<file path="config.mk">
export PLATFORM = sky130hd
export DESIGN_NAME = control_sequencer
export DESIGN_NICKNAME = d
export VERILOG_FILES = /design/src/rtl/control_sequencer_pkg.sv /design/src/rtl/control_sequencer_opcode_classifier.sv /design/src/rtl/control_sequencer.sv
export SDC_FILE = /design/constraint.sdc
export NUM_CORES = 1
export LEC_CHECK = 0
export CAP_MARGIN = 20
export CORE_ASPECT_RATIO = 1.25
export CORE_MARGIN = 5
export CORE_UTILIZATION = 50
export CTS_BUF_LIST = sky130_fd_sc_hd__clkbuf_2
export CTS_CLUSTER_DIAMETER = 40
export DETAILED_ROUTE_END_ITERATION = 10
export HOLD_SLACK_MARGIN = 0.02
export PLACE_DENSITY = 0.83
export SLEW_MARGIN = 20
export SYNTH_ARGS = -nofsm -noshare
export SYNTH_HDL_FRONTEND = slang
export SYNTH_SLANG_ARGS = --single-unit
</file>
<file path="constraint.sdc">
create_clock -name clk -period 2.4 [get_ports clk]
set_input_delay 0.48 -clock clk [delete_from_list [all_inputs] [get_ports clk]]
set_output_delay 0.48 -clock clk [all_outputs]
set_load 0.02 [all_outputs]
</file>
<file path="src/rtl/control_sequencer_pkg.sv">
// Shared definitions for the multi-cycle control sequencer: opcode encodings,
// FSM states, instruction classes and the packed datapath strobe bundle.
package control_sequencer_pkg;

    localparam int OPC_W    = 5;
    localparam int ALU_OP_W = 5;

    localparam logic [OPC_W-1:0] OP_LD   = 5'b00000;
    localparam logic [OPC_W-1:0] OP_LDI  = 5'b00001;
    localparam logic [OPC_W-1:0] OP_ST   = 5'b00010;
    localparam logic [OPC_W-1:0] OP_ADD  = 5'b00011;
    localparam logic [OPC_W-1:0] OP_SUB  = 5'b00100;
    localparam logic [OPC_W-1:0] OP_AND  = 5'b00101;
    localparam logic [OPC_W-1:0] OP_OR   = 5'b00110;
    localparam logic [OPC_W-1:0] OP_ROR  = 5'b00111;
    localparam logic [OPC_W-1:0] OP_ROL  = 5'b01000;
    localparam logic [OPC_W-1:0] OP_SHR  = 5'b01001;
    localparam logic [OPC_W-1:0] OP_SHRA = 5'b01010;
    localparam logic [OPC_W-1:0] OP_SHL  = 5'b01011;
    localparam logic [OPC_W-1:0] OP_ADDI = 5'b01100;
    localparam logic [OPC_W-1:0] OP_ANDI = 5'b01101;
    localparam logic [OPC_W-1:0] OP_ORI  = 5'b01110;
    localparam logic [OPC_W-1:0] OP_BR   = 5'b10011;
    localparam logic [OPC_W-1:0] OP_JR   = 5'b10100;
    localparam logic [OPC_W-1:0] OP_NOP  = 5'b11010;
    localparam logic [OPC_W-1:0] OP_HALT = 5'b11011;

    typedef enum logic [3:0] {
        ST_T0   = 4'd0,
        ST_T1   = 4'd1,
        ST_T2   = 4'd2,
        ST_T3   = 4'd3,
        ST_T4   = 4'd4,
        ST_T5   = 4'd5,
        ST_T6   = 4'd6,
        ST_T7   = 4'd7,
        ST_HALT = 4'd8
    } state_e;

    typedef enum logic [3:0] {
        CL_RTYPE = 4'd0,
        CL_IMM   = 4'd1,
        CL_LD    = 4'd2,
        CL_LDI   = 4'd3,
        CL_ST    = 4'd4,
        CL_BR    = 4'd5,
        CL_JR    = 4'd6,
        CL_NOP   = 4'd7,
        CL_HALT  = 4'd8
    } opc_class_e;

    typedef struct packed {
        logic gra;
        logic grb;
        logic grc;
        logic rin;
        logic rout;
        logic ba_out;
        logic pc_out;
        logic pc_in;
        logic inc_pc;
        logic mar_in;
        logic mdr_in;
        logic mdr_out;
        logic ir_in;
        logic y_in;
        logic z_in;
        logic zlow_out;
        logic c_out;
        logic con_in;
        logic read;
        logic write;
    } ctrl_t;

    // Immediate forms reuse the ALU function of their register-form sibling.
    function automatic logic [ALU_OP_W-1:0] imm_alu_op(input logic [OPC_W-1:0] op);
        case (op)
            OP_ANDI: return OP_AND;
            OP_ORI:  return OP_OR;
            default: return OP_ADD;
        endcase
    endfunction

endpackage

</file>
<file path="src/rtl/control_sequencer_opcode_classifier.sv">
// Combinational opcode-to-class decode; unknown opcodes fall into the nop class.
module opcode_classifier
    import control_sequencer_pkg::*;
(
    input  logic [OPC_W-1:0] opcode_i,
    output opc_class_e       opc_class_o
);

    // Map each opcode onto the execute sequence it follows.
    always_comb begin
        case (opcode_i)
            OP_ADD, OP_SUB, OP_AND, OP_OR, OP_ROR,
            OP_ROL, OP_SHR, OP_SHRA, OP_SHL:   opc_class_o = CL_RTYPE;
            OP_ADDI, OP_ANDI, OP_ORI:          opc_class_o = CL_IMM;
            OP_LD:                             opc_class_o = CL_LD;
            OP_LDI:                            opc_class_o = CL_LDI;
            OP_ST:                             opc_class_o = CL_ST;
            OP_BR:                             opc_class_o = CL_BR;
            OP_JR:                             opc_class_o = CL_JR;
            OP_HALT:                           opc_class_o = CL_HALT;
            OP_NOP:                            opc_class_o = CL_NOP;
            default:                           opc_class_o = CL_NOP;
        endcase
    end

endmodule

</file>
<file path="src/rtl/control_sequencer.sv">
// Multi-cycle control FSM: fetch, per-class execute sequences, memory wait with
// timeout, and halt on opcode, external stop or memory fault.
module control_sequencer
    import control_sequencer_pkg::*;
#(
    parameter int MEM_WAIT_MAX = 15
)
(
    input  logic                clk,
    input  logic                clr,
    input  logic [OPC_W-1:0]    opcode,
    input  logic                con_ff,
    input  logic                mem_ready,
    input  logic                stop,
    output logic                Gra,
    output logic                Grb,
    output logic                Grc,
    output logic                Rin,
    output logic                Rout,
    output logic                BAout,
    output logic                PCout,
    output logic                PCin,
    output logic                IncPC,
    output logic                MARin,
    output logic                MDRin,
    output logic                MDRout,
    output logic                IRin,
    output logic                Yin,
    output logic                Zin,
    output logic                Zlowout,
    output logic                Cout,
    output logic                CONin,
    output logic                Read,
    output logic                Write,
    output logic [ALU_OP_W-1:0] alu_op,
    output logic                run,
    output logic                mem_fault
);

    localparam int WAIT_W = $clog2(MEM_WAIT_MAX + 1);
    localparam logic [WAIT_W-1:0] WAIT_LAST = WAIT_W'(MEM_WAIT_MAX - 1);
    localparam logic [WAIT_W-1:0] WAIT_ONE  = WAIT_W'(1);

    state_e              state_q, state_d, state_step_s;
    logic                boot_q, boot_d;
    logic                stop_q, stop_d;
    logic                fault_q, fault_d;
    logic [WAIT_W-1:0]   wait_q, wait_d;
    opc_class_e          opc_class_s;
    logic                mem_step_s;
    logic                enter_t0_s;
    ctrl_t               ctrl_s;
    logic [ALU_OP_W-1:0] alu_op_s;

    opcode_classifier u_classifier (
        .opcode_i    (opcode),
        .opc_class_o (opc_class_s)
    );

    // boot_q holds strobes low after clr until the first edge presents T0.
    assign mem_step_s = (state_q == ST_T1) ||
                        ((state_q == ST_T6) && (opc_class_s == CL_LD)) ||
                        ((state_q == ST_T7) && (opc_class_s == CL_ST));

    // Step sequencing ignoring stop and timeout.
    always_comb begin
        state_step_s = state_q;
        enter_t0_s   = 1'b0;
        if (boot_q) begin
            enter_t0_s = 1'b1;
        end else begin
            case (state_q)
                ST_T0: state_step_s = ST_T1;
                ST_T1: begin
                    if (mem_ready) state_step_s = ST_T2;
                    else           state_step_s = ST_T1;
                end
                ST_T2: state_step_s = ST_T3;
                ST_T3: begin
                    case (opc_class_s)
                        CL_HALT:        state_step_s = ST_HALT;
                        CL_JR, CL_NOP:  enter_t0_s   = 1'b1;
                        default:        state_step_s = ST_T4;
                    endcase
                end
                ST_T4: state_step_s = ST_T5;
                ST_T5: begin
                    if ((opc_class_s == CL_LD) || (opc_class_s == CL_ST) || (opc_class_s == CL_BR))
                        state_step_s = ST_T6;
                    else
                        enter_t0_s = 1'b1;
                end
                ST_T6: begin
                    case (opc_class_s)
                        CL_LD:   state_step_s = mem_ready ? ST_T7 : ST_T6;
                        CL_ST:   state_step_s = ST_T7;
                        default: enter_t0_s   = 1'b1;
                    endcase
                end
                ST_T7: begin
                    if ((opc_class_s == CL_ST) && !mem_ready) state_step_s = ST_T7;
                    else                                      enter_t0_s   = 1'b1;
                end
                ST_HALT: state_step_s = ST_HALT;
                default: state_step_s = ST_HALT;
            endcase
        end
    end

    // Timeout overrides everything; stop is honoured only at the T0 boundary.
    always_comb begin
        boot_d  = 1'b0;
        fault_d = fault_q;
        stop_d  = stop_q | (stop & (state_q != ST_HALT));
        state_d = state_step_s;
        if (mem_step_s && !mem_ready) begin
            wait_d = wait_q + WAIT_ONE;
        end else begin
            wait_d = '0;
        end
        if (mem_step_s && !mem_ready && (wait_q == WAIT_LAST)) begin
            fault_d = 1'b1;
            state_d = ST_HALT;
        end else if (enter_t0_s) begin
            state_d = (stop_q || stop) ? ST_HALT : ST_T0;
            stop_d  = 1'b0;
        end else begin
            state_d = state_step_s;
        end
    end

    // State, stop latch, sticky fault and wait counter.
    always_ff @(posedge clk or posedge clr) begin
        if (clr) begin
            state_q <= ST_T0;
            boot_q  <= 1'b1;
            stop_q  <= 1'b0;
            fault_q <= 1'b0;
            wait_q  <= '0;
        end else begin
            state_q <= state_d;
            boot_q  <= boot_d;
            stop_q  <= stop_d;
            fault_q <= fault_d;
            wait_q  <= wait_d;
        end
    end

    // Moore strobe decode of the registered step; opcode matters only from T3.
    always_comb begin
        ctrl_s   = '0;
        alu_op_s = '0;
        if (boot_q) begin
            ctrl_s = '0;
        end else begin
            case (state_q)
                ST_T0: begin
                    ctrl_s.pc_out = 1'b1; ctrl_s.mar_in = 1'b1;
                    ctrl_s.inc_pc = 1'b1; ctrl_s.z_in   = 1'b1;
                end
                ST_T1: begin
                    ctrl_s.zlow_out = 1'b1; ctrl_s.read = 1'b1; ctrl_s.mdr_in = 1'b1;
                    ctrl_s.pc_in    = (wait_q == '0);
                end
                ST_T2: begin
                    ctrl_s.mdr_out = 1'b1; ctrl_s.ir_in = 1'b1;
                end
                ST_T3: begin
                    case (opc_class_s)
                        CL_RTYPE, CL_IMM: begin
                            ctrl_s.grb = 1'b1; ctrl_s.rout = 1'b1; ctrl_s.y_in = 1'b1;
                        end
                        CL_LD, CL_LDI, CL_ST: begin
                            ctrl_s.grb = 1'b1; ctrl_s.ba_out = 1'b1; ctrl_s.y_in = 1'b1;
                        end
                        CL_BR: begin
                            ctrl_s.gra = 1'b1; ctrl_s.rout = 1'b1; ctrl_s.con_in = 1'b1;
                        end
                        CL_JR: begin
                            ctrl_s.gra = 1'b1; ctrl_s.rout = 1'b1; ctrl_s.pc_in = 1'b1;
                        end
                        default: ctrl_s = '0;
                    endcase
                end
                ST_T4: begin
                    case (opc_class_s)
                        CL_RTYPE: begin
                            ctrl_s.grc = 1'b1; ctrl_s.rout = 1'b1; ctrl_s.z_in = 1'b1;
                            alu_op_s   = opcode;
                        end
                        CL_IMM: begin
                            ctrl_s.c_out = 1'b1; ctrl_s.z_in = 1'b1;
                            alu_op_s     = imm_alu_op(opcode);
                        end
                        CL_LD, CL_LDI, CL_ST: begin
                            ctrl_s.c_out = 1'b1; ctrl_s.z_in = 1'b1;
                            alu_op_s     = OP_ADD;
                        end
                        CL_BR: begin
                            ctrl_s.pc_out = 1'b1; ctrl_s.y_in = 1'b1;
                        end
                        default: ctrl_s = '0;
                    endcase
                end
                ST_T5: begin
                    case (opc_class_s)
                        CL_RTYPE, CL_IMM, CL_LDI: begin
                            ctrl_s.zlow_out = 1'b1; ctrl_s.gra = 1'b1; ctrl_s.rin = 1'b1;
                        end
                        CL_LD, CL_ST: begin
                            ctrl_s.zlow_out = 1'b1; ctrl_s.mar_in = 1'b1;
                        end
                        CL_BR: begin
                            ctrl_s.c_out = 1'b1; ctrl_s.z_in = 1'b1;
                            alu_op_s     = OP_ADD;
                        end
                        default: ctrl_s = '0;
                    endcase
                end
                ST_T6: begin
                    case (opc_class_s)
                        CL_LD: begin
                            ctrl_s.read = 1'b1; ctrl_s.mdr_in = 1'b1;
                        end
                        CL_ST: begin
                            ctrl_s.gra = 1'b1; ctrl_s.rout = 1'b1; ctrl_s.mdr_in = 1'b1;
                        end
                        CL_BR: begin
                            ctrl_s.zlow_out = 1'b1; ctrl_s.pc_in = con_ff;
                        end
                        default: ctrl_s = '0;
                    endcase
                end
                ST_T7: begin
                    case (opc_class_s)
                        CL_LD: begin
                            ctrl_s.mdr_out = 1'b1; ctrl_s.gra = 1'b1; ctrl_s.rin = 1'b1;
                        end
                        CL_ST:   ctrl_s.write = 1'b1;
                        default: ctrl_s = '0;
                    endcase
                end
                default: ctrl_s = '0;
            endcase
        end
    end

    assign Gra       = ctrl_s.gra;
    assign Grb       = ctrl_s.grb;
    assign Grc       = ctrl_s.grc;
    assign Rin       = ctrl_s.rin;
    assign Rout      = ctrl_s.rout;
    assign BAout     = ctrl_s.ba_out;
    assign PCout     = ctrl_s.pc_out;
    assign PCin      = ctrl_s.pc_in;
    assign IncPC     = ctrl_s.inc_pc;
    assign MARin     = ctrl_s.mar_in;
    assign MDRin     = ctrl_s.mdr_in;
    assign MDRout    = ctrl_s.mdr_out;
    assign IRin      = ctrl_s.ir_in;
    assign Yin       = ctrl_s.y_in;
    assign Zin       = ctrl_s.z_in;
    assign Zlowout   = ctrl_s.zlow_out;
    assign Cout      = ctrl_s.c_out;
    assign CONin     = ctrl_s.con_in;
    assign Read      = ctrl_s.read;
    assign Write     = ctrl_s.write;
    assign alu_op    = alu_op_s;
    assign run       = (state_q != ST_HALT);
    assign mem_fault = fault_q;

endmodule

</file>
==> run_results.csv, run 1 <==
group,metric,value,unit
run_status,status,"complete, no violations",
min_path,hp-class,"reg2reg",
global_routing,grt_pass1_wl,7.18,mm
floorplanning,die_h,68.0,um
critical_path,crit_path_frequent_cell,"buf_4",
pwr,leakagePower,0.973,nW
critical_path,startpoint,"state_q[2]",
pwr,power.density,249,nW/um^2
global_routing,antenna_found_initial,0,
critical_path,critPathMaxFanout,8,
synthesis,yosysTopAreaCellShare,0.186,
pwr,power,530,uW
finish,stdcell_area,2130,sq um
critical_path,slowest_stage,"dfrtp_1",
timing,setup_violations,0,
finish,fillCellCount,178,
synthesis,yosys-top-cells-area,"dfrtp_1 19%, nor2_1 8.4%, nand3_1 3.3%",
critical_path,r2r_cells,7,
critical_path,cp_cell_sequence,"buf_4 -> nand2b_1 -> nor4_2 -> and2_1 -> buf_4 -> clkdlybuf4s15_1",
synthesis,synthArstFlopShare,1.00,
critical_path,start_kind,"flop",
critical_path,cp-endpoint,"Grc",
clocking,holdBufCountCts,0,
critical_path,path_buf_inv,3,
synthesis,ys_ff_latch,11,
placed_design,place_hpwl,3.57,mm
synthesis,seq_area_frac_synth,0.205,
critical_path,path_depth,6,
critical_path,max_stage_delay,0.43,ns
timing,final_hold_viol_count,0,
critical_path,crit_arrival,1.85,ns
synthesis,synth_common_cells,"30 x nor2_1, 12 x nand2_1, 10 x dfrtp_1, 9 x nand3_1",
placed_design,gp_congestion,0.910,
placed_design,placed_cell_area,2050,sq um
synthesis,synth-warning-count,0,
floorplanning,io_pins,37,
critical_path,r2r_setup_slack,0.33,ns
global_routing,grt_start_max_net_pins,14,
timing,fmax,429,MHz
synthesis,synth_area,1350,sq um
clocking,h-tree-depth,1,
synthesis,synth_ff_type,"dfrtp_1",
critical_path,worst_setup_path_end_kind,"primary output",
finish,synthToLayoutAreaGrowth,58.4,%
global_routing,grtUsageTotal,0.232,
placed_design,portBuffers,35,
drt,routed_wirelength,4.87,mm
clocking,numCtsBuffers,3,
global_routing,first_global_vias,1670,
critical_path,critPathTopFamily,"simple AND/OR/NAND/NOR gates",
timing,finalCritPeriodShare,0.971,
drt,drtAntennaViolNets,0,
drt,drc_errors,0,
synthesis,yosys.cell_count.top_type,"nor2_1",
drt,vias,1730,
floorplanning,fp.coreArea,2630,sq um
critical_path,rr_startpoint,"state_q[0]",
clocking,clock_sinks,11,
critical_path,required,1.92,ns
drt,wire_per_inst,16.6,um
timing,drv_slew,0,
clocking,clkTransAtPathRegs,0.09,ns
job,drv_cap,0,
drt,dr.pass1.iters,4,
drt,drtIter0Drc,88,
synthesis,ys_types,59,
synthesis,netlist_instances,176,
drt,avgViaCountPerCell,5.90,
clocking,cts_tree,"done",
floorplanning,start_util,0.512,
timing,final.setup_skew,0.00287,ns
finish,antenna_cells,0,
finish,drive_gt1_frac,0.467,
floorplanning,num_rows,21,
floorplanning,dieArea,3840,sq um
synthesis,synth.largest_area_cell,"dfrtp_1",
critical_path,reg2reg_to,"state_q[3]",
synthesis,syn_avg_cell_area,7.65,sq um
pwr,ir_drop,0.299,mV
timing,layout_min_cycle_time,2.33,ns
finish,nets,273,
clocking,clockRootBuffer,"clkbuf_2",
critical_path,path_class,"reg2out",
clocking,worstSkewPairLatency,0.24,ns
global_routing,grt-ovfl-total,0,
synthesis,synth-edff-count,0,
floorplanning,die_w,56.4,um
clocking,cts_max_path_buffers,2,
-- layout make-up --
type | instances | area [sq um] | share of cell area
clock buffers | 4 | 20.0 | 0.00939
inverters | 8 | 30.0 | 0.0141
multi-input cells | 145 | 1040 | 0.486
flip-flops and latches | 11 | 279 | 0.131
well taps | 34 | 42.5 | 0.0200
repair buffers | 91 | 724 | 0.340
-- state kept, by name, summed over array words and instances, names as in the netlist --
| name | count |
|---|---|
| state_q | 4 |
| wait_q | 4 |
| boot_q | 1 |
| mem_fault | 1 |
| stop_q | 1 |
-- power by group --
group	switching [mW]	total (mW)	leakage [nW]	internal [mW]
logic	0.123	0.233	0.814	0.110
registers	0.00857	0.201	0.142	0.192
clock network	0.0522	0.0965	0.0166	0.0443
-- routing by layer --
metal / share of wire / track usage / wire length [um] / vias up
li1: - / - / - / 790
met1: 0.36 / 0.226 / 1760 / 831
met2: 0.55 / 0.490 / 2680 / 88
met3: 0.054 / 0.0226 / 262 / 21
met4: 0.036 / 0.101 / 176 / 0
met5: 0 / 0 / 0 / -
-- layout by cell type (no fill, tap or decap), types with 3 or more instances in the layout --
master,count
ha_1,3
nand2_1,9
buf_4,55
and2_1,4
nor2b_1,3
inv_1,8
nor3_1,3
clkdlybuf4s15_2,6
nand2_2,3
clkdlybuf4s15_1,4
clkdlybuf4s50_1,6
nand4_1,3
o21ai_0,7
buf_6,4
nor2_1,28
nand3_1,7
buf_2,7
clkbuf_2,8
dlygate4sd2_1,5
and3_1,3
nand2b_1,5
dfrtp_1,8
a21oi_1,5
-- how the worst min path moves through the flow --
stage / to / startpoint / slack, ns / cells past startpoint
2_1_floorplan: mem_fault / clr / 0.33 / 1
3_3_place_gp: mem_fault / mem_fault / 0.45 / 1
3_5_place_dp: mem_fault / mem_fault / 0.46 / 1
4_1_cts: mem_fault / mem_fault / 0.49 / 1
5_1_grt: stop_q / clr / 0.52 / 2
6_report: wait_q[0] / wait_q[0] / 0.50 / 1
-- kinds of logic (layout without fill, tap and decap cells) --
kind of cell,after synthesis,count (layout),share of synthesized area
AND/OR/NAND/NOR,96,96,0.411
other,1,2,0.00279
flip-flops,11,11,0.205
multiplexers,2,2,0.0149
AO/OA/AOI/OAI,39,39,0.220
adder cells (fa/ha/maj),3,3,0.0279
buffers and inverters,21,103,0.0985
XOR/XNOR,3,3,0.0195
-- stage by stage --
stage	setup WS, ns	hold slack (ns)	instances	setup TNS [ns]	utilization
CTS	0.00744	0.494	292	0	0.796
global placement	-0.649	0.449	287	-11.66	0.781
floorplan	0.145	0.332	177	0	-
detailed placement	-0.686	0.465	287	-12.60	0.781
finish	0.0688	0.499	293	0	0.811
global route	-0.0356	0.524	293	-0.0742	0.811
-- timing repair --
| action | CTS | global route |
|---|---|---|
| gates resized for setup | 92 | 25 |
| setup buffers | 0 | 1 |
| setup endpoints to repair | 24 | 18 |
| gates cloned | 1 | 0 |
| pin swaps | 4 | 3 |
Power figures use the tool's default switching activity.
==> inputs of run 2 (changes only) <==
CORE_MARGIN = default   (was 5)
==> run 2 against run 1 <==
Compared with the run above: the run now ends with setup timing left; register-to-register slack about the same; setup slack lost 0.13 ns; die area decreased by 24%; largest power group unchanged; cell count down 0.68%; clock skew shrank 0.0017 ns; cell area fell by 0.76%; count of clock-buffer cells in the layout did not move; sequential cell count did not move; sequential power about the same; global-route usage is 9.0 points higher; non-clock buffer count decreased by 1.
==> run_results.csv, run 2 (synthesis results as in run 1) <==
group,metric,value,unit
timing,setup_slack,-0.0602,ns
timing,final.setup_skew,0.00120,ns
critical_path,worst_setup_path_end_kind,"primary output",
run_status,status,"finished with violations",
job,drv_cap,0,
pwr,ir_drop,0.294,mV
clocking,clock_sinks,11,
floorplanning,fp.coreArea,2500,sq um
clocking,clockRootBuffer,"clkbuf_2",
timing,final_hold_viol_count,0,
floorplanning,num_rows,20,
clocking,cts_tree,"done",
drt,dr.pass1.iters,4,
global_routing,grtUsageTotal,0.322,
pwr,power,532,uW
global_routing,first_global_vias,1648,
critical_path,required,1.92,ns
finish,stdcell_area,2120,sq um
finish,final_common_cell,"buf_4",
timing,fmax,406,MHz
placed_design,place_hpwl,3.53,mm
finish,layout.cells.most_common_list,"54 x buf_4, 27 x nor2_1, 11 x clkbuf_2",
placed_design,placed_cell_area,2040,sq um
pwr,leakagePower,0.986,nW
floorplanning,start_util,0.538,
clocking,numCtsBuffers,3,
drt,drtAntennaViolNets,0,
finish,drive_gt1_frac,0.473,
finish,synthToLayoutAreaGrowth,57.2,%
drt,routed_wirelength,4.92,mm
global_routing,grt_start_max_net_pins,14,
timing,finalCritPeriodShare,1.03,
placed_design,portBuffers,35,
placed_design,gp_congestion,0.934,
critical_path,path_class,"in2out",
drt,vias,1705,
critical_path,r2r_cells,9,
drt,wire_per_inst,16.9,um
floorplanning,io_pins,37,
floorplanning,dieArea,2910,sq um
clocking,worstSkewPairLatency,0.23,ns
timing,setup_violations,3,
timing,drv_slew,0,
clocking,clkTransAtPathRegs,0.09,ns
timing,layout_min_cycle_time,2.46,ns
timing,rsz0062_at_grt,"true",
min_path,hp-class,"reg2reg",
critical_path,crit_arrival,1.98,ns
finish,fillCellCount,158,
critical_path,start_kind,"primary input",
clocking,h-tree-depth,1,
drt,drtIter0Drc,76,
global_routing,grt_pass1_wl,7.18,mm
clocking,cts_max_path_buffers,2,
finish,nets,272,
clocking,holdBufCountCts,0,
min_path,worstHoldPathCells,1,
finish,multi_input_area,1060,sq um
pwr,power.density,251,nW/um^2
drt,avgViaCountPerCell,5.86,
run_status,violations,"setup timing",
finish,seq_area,279,sq um
critical_path,critPathMaxFanout,8,
finish,antenna_cells,0,
global_routing,grt-ovfl-total,0,
floorplanning,die_h,60.0,um
finish,top_regs,"state_q x4, wait_q x4",
drt,drc_errors,0,
floorplanning,die_w,48.4,um
global_routing,antenna_found_initial,0,
[run 2: report_power, final]
part           total (mW)  switching [mW]  leakage (nW)  internal (mW)
sequential          0.199         0.00667         0.142          0.192
combinational       0.238           0.128         0.827          0.110
clock              0.0950          0.0507        0.0166         0.0443
[run 2: per-layer routing]
layer / share of wire / wire, um / GRT usage
met1: 0.37 / 1820 / 0.318
met3: 0.052 / 255 / 0.0382
met2: 0.54 / 2680 / 0.650
met4: 0.035 / 174 / 0.189
met5: 0 / 0 / 0
[run 2: repair_timing]
item                       4_1_cts  5_1_grt
setup endpoints to repair       24       19
gates cloned                     1        0
resized for setup               79       37
setup buffers                    0        1
pin swaps                        4        2
[run 2: final timing paths]
check / from / to / slack (ns)
max: opcode[2] / Rout / -0.06
min: mem_fault / mem_fault / 0.50
max reg2reg: state_q[3] / stop_q / 0.33
min reg2reg: mem_fault / mem_fault / 0.50
max in group asynchronous: clr / boot_q / 1.58
min in group asynchronous: clr / state_q[2] / 0.51
[run 2: critical path, cell delays in order]
cell,delay (ns)
dlygate4sd2_1,0.28
buf_6,0.18
nand2b_1,0.09
o21ai_0,0.24
nand4b_1,0.15
a211o_1,0.30
nand2_1,0.09
buf_2,0.17
[run 2: layout make-up]
type                            count  area share
Sequential cell                    11       0.132
Tap cell                           33      0.0195
Multi-Input combinational cell    145       0.499
Timing Repair Buffer               90       0.326
Inverter                            8      0.0142
Clock buffer                        4     0.00946
[run 2: stage by stage]
step                      hold WS, ns  setup TNS (ns)  instances  setup slack, ns   util
final                           0.500          -0.144        291          -0.0602  0.846
after global routing            0.508          -0.312        291          -0.0989  0.846
after CTS                       0.504               0        290          0.00125  0.831
after detailed placement        0.478          -12.67        285           -0.701  0.817
after global placement          0.450          -11.34        285           -0.616  0.817
after floorplan                 0.332               0        177            0.145      -
==> inputs of run 3 (changes only) <==
CAP_MARGIN = default   (was 20)
CORE_ASPECT_RATIO = 1.5   (was 1.25)
PLACE_DENSITY = 0.82   (was 0.83)
SYNTH_HIERARCHICAL = 1   (was default)
==> run 3 against run 2 <==
Compared with the run above: the run now fails in 4_1_cts; synthesized area grew 1.0%; synthesized cell count grew 1.1%.
==> run_results.csv, run 3 <==
group,metric,value,unit
run_status,status,"did not finish",
run_status,failing_step,"4_1_cts",
run_status,stop_error,"[ERROR DPL-0038] Utilization greater than 100%, impossible to legalize",
clocking,numCtsBuffers,3,
synthesis,synth_ff_type,"dfrtp_1",
floorplanning,num_rows,22,
synthesis,synth.largest_area_cell,"dfrtp_1",
synthesis,yosys.cell_count.top_type,"nor2_1",
synthesis,netlist_instances,178,
placed_design,place_hpwl,4.08,mm
clocking,post_cts_resized,200,
clocking,clockRootBuffer,"clkbuf_2",
clocking,holdBufCountCts,0,
synthesis,syn_nets,191,
placed_design,place_inst,298,
clocking,h-tree-depth,1,
synthesis,yosysTopAreaCellShare,0.184,
synthesis,seq_area_frac_synth,0.203,
synthesis,synth_common_cells,"22 x nor2_1, 17 x nand2_1, 14 x a21oi_1, 10 x dfrtp_1, 7 x nor2b_1",
floorplanning,die_h,65.9,um
synthesis,yosys-top-cells-area,"dfrtp_1 18%, nor2_1 6.1%, a21oi_1 5.2%",
synthesis,synth_area,1360,sq um
synthesis,synth-warning-count,6,
clocking,post_cts_buffers,29,
synthesis,ys_ff_latch,11,
floorplanning,io_pins,37,
floorplanning,die_w,44.6,um
clocking,cts_max_path_buffers,2,
placed_design,placed_cell_area,2260,sq um
clocking,clock_sinks,11,
placed_design,gp_congestion,0.905,
synthesis,synth-edff-count,0,
placed_design,portBuffers,36,
synthesis,ys_types,54,
floorplanning,start_util,0.543,
synthesis,synthArstFlopShare,1.00,
synthesis,syn_avg_cell_area,7.64,sq um
==> run 3: per-stage QoR <==
stage	setup TNS, ns	setup WS [ns]
after floorplan	-0.0852	-0.0331
after global placement	-30.55	-1.21
after detailed placement	-33.32	-1.29
==> run 3: cell families after synthesis <==
| family | Yosys count | synth area share |
|---|---|---|
| AND/OR/NAND/NOR | 92 | 0.423 |
| AO/OA/AOI/OAI | 48 | 0.245 |
| buffers and inverters | 16 | 0.0506 |
| flip-flops | 11 | 0.203 |
| XOR/XNOR | 4 | 0.0258 |
| adder cells (fa/ha/maj) | 3 | 0.0276 |
| multiplexers | 3 | 0.0221 |
| other | 1 | 0.00276 |
==> inputs of run 4 (changes only) <==
CORE_AREA = 2 2 63 65   (was default)
CORE_ASPECT_RATIO = default   (was 1.5)
CORE_UTILIZATION = default   (was 50)
CTS_BUF_LIST = default   (was sky130_fd_sc_hd__clkbuf_2)
CTS_CLUSTER_DIAMETER = default   (was 40)
DIE_AREA = 0 0 65 67   (was default)
HOLD_SLACK_MARGIN = default   (was 0.02)
PLACE_DENSITY = default   (was 0.82)
PLACE_DENSITY_LB_ADDON = 0.15   (was default)
==> run 4 against run 3 <==
Compared with the run above: the flow now finishes, with violations (setup timing); synthesized area unchanged; synthesized cell count unchanged.
==> run_results.csv, run 4 <==
group,metric,value,unit
synthesis,netlist_instances,178,
floorplanning,num_rows,22,
floorplanning,start_util,0.377,
clocking,clock_sinks,11,
synthesis,synth.largest_area_cell,"dfrtp_1",
critical_path,start_kind,"primary input",
floorplanning,fp.coreArea,3610,sq um
critical_path,critPathTopFamily,"buffers and inverters",
timing,setup_slack,-0.378,ns
critical_path,max_stage_delay,0.23,ns
drt,drc_errors,0,
pwr,ir_drop,0.374,mV
pwr,seq_power_share,0.237,
critical_path,crit_arrival,2.30,ns
critical_path,worst_setup_path_end_kind,"primary output",
finish,stdcell_area,2880,sq um
global_routing,grt_start_max_net_pins,12,
drt,wire_per_inst,18.9,um
critical_path,path_class,"in2out",
finish,top_regs,"state_q x4, wait_q x4",
critical_path,required,1.92,ns
synthesis,synthArstFlopShare,1.00,
timing,setup_tns,-5.89,ns
timing,setup_violations,28,
pwr,leakagePower,1.29,nW
floorplanning,die_h,67,um
critical_path,path_buf_inv,6,
drt,routed_wirelength,6.48,mm
synthesis,ys_ff_latch,11,
pwr,clockPowerShare,0.210,
critical_path,crit_path_frequent_cell,"buf_6",
finish,layout.cells.most_common_list,"75 x buf_4, 32 x buf_6, 16 x nor2_1",
timing,final.setup_skew,0.00113,ns
critical_path,slowest_stage,"nor2b_1",
synthesis,synth_common_cells,"22 x nor2_1, 17 x nand2_1, 14 x a21oi_1, 10 x dfrtp_1, 7 x nor2b_1",
run_status,status,"finished with violations",
clocking,numCtsBuffers,3,
placed_design,portBuffers,36,
drt,avgViaCountPerCell,5.66,
global_routing,first_global_vias,1994,
timing,worst_pin_slew,0.632,ns
drt,drtIter0Drc,140,
pwr,switching_share,0.355,
placed_design,place_hpwl,3.71,mm
timing,rsz0062_at_grt,"true",
floorplanning,dieArea,4360,sq um
floorplanning,die_w,65,um
timing,drv_slew,0,
finish,synthToLayoutAreaGrowth,112,%
synthesis,yosysTopAreaCellShare,0.184,
finish,final_common_cell,"buf_4",
synthesis,seq_area_frac_synth,0.203,
critical_path,cp_cell_sequence,"buf_8 -> nor2_1 -> a21oi_1 -> o21ai_2 -> buf_6 -> buf_8 -> buf_6 -> nor2b_1 -> nand2_1 -> buf_4 -> a21oi_4 -> buf_6",
synthesis,synth_ff_type,"dfrtp_1",
synthesis,synth_area,1360,sq um
clocking,clkTransAtPathRegs,0.05,ns
synthesis,synth-warning-count,6,
finish,post-route-util,0.798,
job,drv_cap,0,
synthesis,ys_types,54,
timing,finalCritPeriodShare,1.16,
placed_design,pre_cts_ws,-1.23,ns
clocking,cts_tree,"done",
synthesis,syn_nets,191,
drt,dr.pass1.iters,4,
placed_design,placed_cell_area,2290,sq um
global_routing,grt-ovfl-total,0,
synthesis,yosys-top-cells-area,"dfrtp_1 18%, nor2_1 6.1%, a21oi_1 5.2%",
drt,drtAntennaViolNets,0,
clocking,h-tree-depth,1,
pwr,p_switching,309,uW
clocking,cts_max_path_buffers,2,
finish,nets,309,
global_routing,grtUsageTotal,0.275,
finish,drive_gt1_frac,0.617,
timing,final_hold_viol_count,0,
min_path,hp-class,"reg2reg",
clocking,clockRootBuffer,"clkbuf_8",
floorplanning,io_pins,37,
synthesis,yosys.cell_count.top_type,"nor2_1",
finish,antenna_cells,0,
pwr,power.density,302,nW/um^2
global_routing,antenna_found_initial,0,
synthesis,syn_avg_cell_area,7.64,sq um
placed_design,gp_congestion,0.865,
pwr,internal_power,561,uW
drt,vias,1942,
pwr,p_comb_frac,0.552,
critical_path,critPathMaxFanout,7,
clocking,worstSkewPairLatency,0.24,ns
timing,fmax,360,MHz
synthesis,synth-edff-count,0,
timing,layout_min_cycle_time,2.78,ns
global_routing,grt_pass1_wl,9.09,mm
run_status,violations,"setup timing",
timing,relSlewSlack,0.574,
[run 4: layer usage]
layer / vias up / global-route usage / wire length [um]
met5: - / 0 / 0
met2: 85 / 0.539 / 3360
met4: 0 / 0.186 / 384
met3: 33 / 0.0287 / 322
met1: 943 / 0.269 / 2410
li1: 881 / - / -
[run 4: power groups by stage]
stage                     registers, mW  logic, mW  clock network (mW)
after global routing              0.207      0.502               0.200
after global placement            0.208      0.311                   0
after CTS                         0.206      0.406               0.192
after floorplan                   0.202      0.171                   0
after detailed placement          0.208      0.319                   0
final                             0.207      0.480               0.183
[run 4: final cells by class]
cell class | count | area, sq um
sequential | 11 | 277
tap | 48 | 60.1
fill | 223 | 728
multi-input combinational | 151 | 1360
clock buffer | 4 | 45.0
inverter | 6 | 22.5
timing repair buffer | 123 | 1110
[run 4: repair_timing]
action | CTS | global route
hold buffers | 0 | 0
endpoints found under the setup margin | 34 | 29
setup buffers | 18 | 8
pin swaps | 27 | 21
gates cloned | 1 | 0
resized for setup | 197 | 28
[run 4: through the flow]
stage | total power, mW | instances | hold slack, ns
3_5_place_dp | 0.527 | 312 | 0.455
3_3_place_gp | 0.519 | 312 | 0.449
2_1_floorplan | 0.373 | 178 | 0.332
6_report | 0.870 | 343 | 0.472
4_1_cts | 0.804 | 335 | 0.473
5_1_grt | 0.909 | 343 | 0.511
[run 4: final timing paths]
path                       startpoint         end  slack (ns)  cells after the start
min in group asynchronous         clr   wait_q[0]        0.53                      2
max in group asynchronous         clr      boot_q        1.56                      2
setup reg to reg           state_q[2]  state_q[2]        0.48                      7
setup / recovery            opcode[0]        Rout       -0.38                     12
hold / removal              mem_fault   mem_fault        0.47                      1
hold reg to reg             mem_fault   mem_fault        0.47                      1
[run 4: cell families after synthesis]
family,after synthesis,synth area share
and+or+nand+nor,92,0.423
AOI/OAI and AO/OA,48,0.245
buffers and inverters,16,0.0506
DFF,11,0.203
xor gates and xnor gates,4,0.0258
adders and majority gates,3,0.0276
muxes,3,0.0221
other,1,0.00276
